## config.mk

```make
export PLATFORM = sky130hd
export DESIGN_NAME = alu_issue_queue
export DESIGN_NICKNAME = d
export VERILOG_FILES = /design/src/rtl/alu_issue_queue.sv
export SDC_FILE = /design/constraint.sdc
export NUM_CORES = 1
export LEC_CHECK = 0
export ABC_AREA = 1
export CAP_MARGIN = 10
export CORE_UTILIZATION = 55
export DETAILED_ROUTE_END_ITERATION = 16
export HOLD_SLACK_MARGIN = 0.1
export PLACE_DENSITY = 0.79
export SLEW_MARGIN = 5
export SYNTH_ARGS = -nofsm -noshare
export SYNTH_HDL_FRONTEND = slang
export SYNTH_SLANG_ARGS = --single-unit
```

## constraint.sdc

```tcl
create_clock -name clk -period 6.5 [get_ports clk]
set_input_delay 1.3 -clock clk [delete_from_list [all_inputs] [get_ports clk]]
set_output_delay 1.3 -clock clk [all_outputs]
set_load 0.05 [all_outputs]
```

## src/rtl/alu_issue_queue.sv

```systemverilog
// alu_issue_queue: in-order ALU issue queue with a register busy-bit scoreboard.
// The head op is held until its register sources and destination are free.
`default_nettype none

module alu_issue_queue #(
  parameter int DEPTH = 4,
  parameter int CW    = 3
) (
  input  logic        clk,
  input  logic        rst,
  input  logic        flush,
  input  logic        enq_valid,
  output logic        enq_ready,
  input  logic [4:0]  enq_rs1,
  input  logic [4:0]  enq_rs2,
  input  logic [4:0]  enq_rd,
  input  logic        enq_rd_we,
  input  logic [1:0]  enq_aluop1_type,
  input  logic [1:0]  enq_aluop2_type,
  input  logic [31:0] enq_imm,
  input  logic [14:0] enq_pc,
  input  logic [4:0]  enq_aluctl,
  output logic        iss_valid,
  input  logic        iss_ready,
  output logic [4:0]  iss_rs1,
  output logic [4:0]  iss_rs2,
  output logic [4:0]  iss_rd,
  output logic        iss_rd_we,
  output logic [1:0]  iss_aluop1_type,
  output logic [1:0]  iss_aluop2_type,
  output logic [31:0] iss_imm,
  output logic [14:0] iss_pc,
  output logic [4:0]  iss_aluctl,
  input  logic        wb_valid,
  input  logic [4:0]  wb_rd,
  output logic [CW-1:0] count
);

  localparam int AW = $clog2(DEPTH);
  localparam int EW = 5 + 5 + 5 + 1 + 2 + 2 + 32 + 15 + 5;
  // Operand encoding: REG = 0, IMM = 1, PC = 2; only REG creates a dependency.
  localparam logic [1:0] OP_TYPE_REG = 2'd0;

  logic [EW-1:0]   mem_q [DEPTH];
  logic [AW:0]     head_q, head_d;
  logic [AW:0]     tail_q, tail_d;
  logic [CW-1:0]   count_q, count_d;
  logic [31:1]     busy_q, busy_d;

  logic [EW-1:0]   w_head;
  logic [31:0]     w_eff_busy;
  logic            w_empty;
  logic            w_full;
  logic            w_hazard;
  logic            w_enq_fire;
  logic            w_iss_fire;

  assign w_empty = (head_q == tail_q);
  assign w_full  = (head_q[AW-1:0] == tail_q[AW-1:0]) && (head_q[AW] != tail_q[AW]);

  assign w_head = mem_q[head_q[AW-1:0]];
  assign {iss_rs1, iss_rs2, iss_rd, iss_rd_we, iss_aluop1_type, iss_aluop2_type,
          iss_imm, iss_pc, iss_aluctl} = w_head;

  // A same-cycle writeback releases its register before the hazard check.
  always_comb begin
    w_eff_busy = '0;
    for (int r = 1; r < 32; r++) begin
      w_eff_busy[r] = busy_q[r] & ~(wb_valid && (wb_rd == 5'(r)));
    end
  end

  assign w_hazard = ((iss_aluop1_type == OP_TYPE_REG) && w_eff_busy[iss_rs1]) ||
                    ((iss_aluop2_type == OP_TYPE_REG) && w_eff_busy[iss_rs2]) ||
                    (iss_rd_we && (iss_rd != 5'd0) && w_eff_busy[iss_rd]);

  assign enq_ready  = ~w_full;
  assign iss_valid  = ~w_empty & ~w_hazard & ~flush;
  assign w_enq_fire = enq_valid & enq_ready & ~flush;
  assign w_iss_fire = iss_valid & iss_ready;
  assign count      = count_q;

  always_comb begin
    head_d  = head_q;
    tail_d  = tail_q;
    count_d = count_q;
    if (flush) begin
      head_d  = '0;
      tail_d  = '0;
      count_d = '0;
    end else begin
      if (w_enq_fire) tail_d = tail_q + 1'b1;
      if (w_iss_fire) head_d = head_q + 1'b1;
      if (w_enq_fire && !w_iss_fire) count_d = count_q + 1'b1;
      else if (!w_enq_fire && w_iss_fire) count_d = count_q - 1'b1;
    end
  end

  // Issue sets after writeback clears so a same-register collision stays busy.
  always_comb begin
    busy_d = busy_q;
    if (wb_valid && (wb_rd != 5'd0)) busy_d[wb_rd] = 1'b0;
    if (w_iss_fire && iss_rd_we && (iss_rd != 5'd0)) busy_d[iss_rd] = 1'b1;
  end

  always_ff @(posedge clk or posedge rst) begin
    if (rst) begin
      head_q  <= '0;
      tail_q  <= '0;
      count_q <= '0;
      busy_q  <= '0;
    end else begin
      head_q  <= head_d;
      tail_q  <= tail_d;
      count_q <= count_d;
      busy_q  <= busy_d;
    end
  end

  always_ff @(posedge clk) begin
    if (w_enq_fire) begin
      mem_q[tail_q[AW-1:0]] <= {enq_rs1, enq_rs2, enq_rd, enq_rd_we, enq_aluop1_type,
                                enq_aluop2_type, enq_imm, enq_pc, enq_aluctl};
    end
  end

endmodule

`default_nettype wire

```

==> results of run 1 <==
-- power by group --
part | internal, µW | leakage, µW | switching (µW)
Combinational | 665 | 0.00277 | 1650
Clock | 1100 | 0.000519 | 779
Sequential | 2400 | 0.00315 | 45.2
-- cell type report --
| class | instances | area share [%] |
|---|---|---|
| Timing Repair Buffer | 175 | 9.961 |
| Clock buffer | 47 | 5.236 |
| Inverter | 73 | 1.609 |
| Tap cell | 330 | 2.403 |
| Clock inverter | 13 | 1.063 |
| Antenna cell | 3 | 0.04369 |
| Sequential cell | 328 | 56.19 |
| Multi-Input combinational cell | 843 | 23.50 |
-- metal layers --
layer	track usage (%)	wire [µm]
met1	33.04	13530
met2	44.22	16910
met3	7.339	3333
met4	12.74	1248
met5	0	11
-- layout by cell type, fill, tap and decap left out, types with 2 or more instances in the layout --
cell type / synthesis / routed
sky130_fd_sc_hd__edfxtp_1: 288 / 288
sky130_fd_sc_hd__o22ai_1: 54 / 54
sky130_fd_sc_hd__clkdlybuf4s50_1: 0 / 159
sky130_fd_sc_hd__xor2_1: 2 / 2
sky130_fd_sc_hd__o21ai_1: 17 / 17
sky130_fd_sc_hd__a32oi_1: 3 / 3
sky130_fd_sc_hd__inv_2: 7 / 7
sky130_fd_sc_hd__nor2_4: 2 / 6
sky130_fd_sc_hd__a21oi_1: 9 / 9
sky130_fd_sc_hd__nand4_1: 2 / 2
sky130_fd_sc_hd__clkinv_2: 0 / 3
sky130_fd_sc_hd__nand2_1: 283 / 283
sky130_fd_sc_hd__o21a_1: 2 / 2
sky130_fd_sc_hd__nand3_1: 104 / 104
sky130_fd_sc_hd__nor2_1: 183 / 179
sky130_fd_sc_hd__clkbuf_1: 34 / 13
sky130_fd_sc_hd__buf_4: 9 / 16
sky130_fd_sc_hd__dfrtp_1: 40 / 38
sky130_fd_sc_hd__diode_2: 0 / 3
sky130_fd_sc_hd__o21ai_2: 25 / 25
sky130_fd_sc_hd__o21ai_0: 123 / 123
sky130_fd_sc_hd__nor2_2: 3 / 3
sky130_fd_sc_hd__nand3_2: 2 / 2
sky130_fd_sc_hd__clkinv_1: 0 / 3
sky130_fd_sc_hd__clkbuf_16: 0 / 34
sky130_fd_sc_hd__xnor2_1: 2 / 2
sky130_fd_sc_hd__inv_1: 65 / 65
sky130_fd_sc_hd__nand2_2: 8 / 8
sky130_fd_sc_hd__ha_1: 5 / 5
sky130_fd_sc_hd__o22ai_2: 4 / 4
sky130_fd_sc_hd__bufinv_16: 0 / 3
-- sequential cells by signal (all words and copies together), names as in the netlist --
signal  flops
mem_q     288
busy_q     31
count       3
head_q      3
tail_q      3
-- worst paths after layout --
| check | from | end | slack [ns] |
|---|---|---|---|
| worst max register to register | head_q[0] | busy_q[31] | 2.15 |
| max in group asynchronous | rst | head_q[0] | 4.83 |
| min in group asynchronous | rst | busy_q[11] | 1.25 |
| worst max-delay path | head_q[0] | iss_valid | 0.71 |
| worst min-delay path | busy_q[25] | busy_q[25] | 0.52 |
| worst min register to register | busy_q[25] | busy_q[25] | 0.52 |
-- worst max-delay path: cells and delay by family (launching register included) --
kind            cells  cell delay [ns]
compound gates      2             0.61
buf+inv             4             2.23
flops               1             0.50
simple gates        5             0.61
-- per-stage QoR --
step	hold WS (ns)	cells	setup WS, ns
4_1_cts	0.5134	1809	0.7359
5_1_grt	0.5418	1810	0.5117
3_3_place_gp	0.4902	1749	0.9149
2_1_floorplan	0.4675	1305	1.027
6_report	0.5188	1812	0.7088
3_5_place_dp	0.5002	1749	0.8762
-- cells by family after synthesis --
group,count (synthesis),share of synthesized area [%]
AO/OA/AOI/OAI,242,10.14
AND/OR/NAND/NOR,591,17.11
XOR/XNOR,4,0.2455
buffers and inverters,134,4.330
flip-flops,328,67.60
adder cells (fa/ha/maj),6,0.5785
==> out/qor.csv, run 1 <==
stage;metric;value;unit
yosys;YS warnings;0;
timing;post-route clock skew;0.02678;ns
yosys;Post-Syn Nets;1394;
timing;actual transition at the worst max-transition pin;1.075;ns
floorplan;top-level I/O count;160;
final_layout;cell area after layout;17180;µm²
setup_path;class of the most critical setup path;flip-flop to output port;
timing;upper clock frequency limit;172.7;MHz
pwr;total power;6644;µW
floorplan;die area;26600;µm²
setup_path;arrival time reported for the critical path endpoint;4.49;ns
placed_design;routability-driven placement congestion ratio;0.9870;
timing;final count of negative-setup-slack endpoints;0;
global_routing;sum of overflow across all layers after global routing;0;
timing;post-route minimum period;5.791;ns
clocking;post-cts gate resize count;0;
clocking;CTS H-Tree Depth;2;
setup_path;Setup crit start kind;flip-flop;
yosys;top-area cell type share of the netlist area;60.58;%
timing;final cycle utilization of the critical path;89.10;%
routing;first-pass iteration count of the detailed router;5;
placed_design;area after detailed placement;16090;µm²
clocking;TritonCTS clock tree;done;
final_layout;area overhead of the layout relative to synthesis;20.37;%
floorplan;chip height;163.1;µm
yosys;synthesized cell area;14270;µm²
yosys;post-synthesis instance total;1305;
pwr;LEAKAGE;0.006444;µW
clocking;clock insertion delay at the later pin of the skew report;0.52;ns
yosys;distinct cell type count after synthesis;38;
clocking;CTS Buf Count;34;
setup_path;path depth of the worst reg2reg path;15;
setup_path;highest net fanout along the worst path;79;
timing;setup repair after global routing missed its margin;false;
setup_path;Largest stage delay, worst path;0.80;ns
routing;total length of routed wires;35040;µm
yosys;dominant cell by count in the synthesized netlist;sky130_fd_sc_hd__edfxtp_1;
run_status;run status;finished clean;
final_layout;fillers;1825;
final_layout;fraction of final layout cells sized beyond drive strength 1;8.384;%
min_path;worst min-delay path category;flip-flop to flip-flop;
global_routing;first-pass GRT wire length;54390;µm
pwr;power density cells;386.7;nW/µm²
yosys;dominant register cell in the synthesized netlist;sky130_fd_sc_hd__edfxtp_1;
yosys;most area-hungry cell type in the Yosys netlist;sky130_fd_sc_hd__edfxtp_1;
yosys;FF+latch count, synth;328;
timing;final number of max-transition violations;0;
clocking;Post-CTS Setup Bufs;0;
yosys;Post-synth EDFFs;288;
routing;Detail Route Antenna Nets;0;
timing;headroom to the max-slew limit;28.16;%
floorplan;starting utilization of the core area;56.36;%
final_layout;final core occ;67.84;%
final_layout;Multi-input gate area;4038;µm²
yosys;main area contributors after synthesis;sky130_fd_sc_hd__edfxtp_1 (61%), sky130_fd_sc_hd__nand2_1 (7.4%), sky130_fd_sc_hd__dfrtp_1 (7.0%);
setup_path;sort of element at the end of the critical path;output port;
setup_path;critical path cell sequence;buf_4 -> buf_4 -> nand2_1 -> a32oi_2 -> nand3_1 -> a21oi_1 -> nor2_1 -> nor2_1 -> nand2_1 -> inv_1 -> clkdlybuf4s50_1;
routing;routed len/inst;19.33;µm
clocking;clock-pin slew reported for the worst setup and hold paths after clock tree synthesis;0.06;ns
timing;Hold Violations, Final;0;
setup_path;Critical-path top delay cell;sky130_fd_sc_hd__clkdlybuf4s50_1;
global_routing;maximum number of pins on one net before global-route repair;80;
placed_design;sum of net half-perimeters after detailed placement;21410;µm
clocking;buffer cell driving the clock tree root;sky130_fd_sc_hd__clkbuf_16;
routing;overall via count from detail_route;10450;
floorplan;die width;163.1;µm
timing;Sum Neg Setup Slack;0;ns
floorplan;Rows;58;
min_path;instance count along the most critical hold path;2;
clocking;Max clock buf depth;3;
final_layout;number of nets in the final layout;1544;
floorplan;Placeable Area;25330;µm²
setup_path;worst endpoint required time;5.20;ns
clocking;TritonCTS sink count;328;
routing;DR DRC count;0;
yosys;Synth top cells by count;sky130_fd_sc_hd__edfxtp_1 (288), sky130_fd_sc_hd__nand2_1 (283), sky130_fd_sc_hd__nor2_1 (183);
yosys;async set-reset flop share out of synthesis;12.20;%
routing;via count normalized by instance count;5.768;
yosys;per-instance average area after synthesis;10.94;µm²
yosys;sequential-to-total area share from yosys stat;67.60;%
pwr;Peak VDD IR;306.0;µV
clocking;CTS Hold Bufs;0;
final_layout;flip-flop and latch area;9654;µm²
global_routing;vias in the first global route;10290;
global_routing;initial antenna violation count;4;
placed_design;total of buffers placed on input and output ports;159;
global_routing;global-route usage over all layers;26.90;%
run;total of max-cap violations;0;
routing;Starting DRT DRC Count;1045;
(Power assumes the default switching activity.)
==> run 2: changes to the inputs <==
ABC_CLOCK_PERIOD_IN_PS = 6500   (was default)
==> results of run 2 <==
Same layout as run 1: the final DEF is identical, and so are final timing and power.
==> run 3: changes to the inputs <==
CTS_CLUSTER_DIAMETER = 150   (was default)
==> results of run 3 <==
Same layout as run 1: the final DEF is identical, and so are final timing and power.
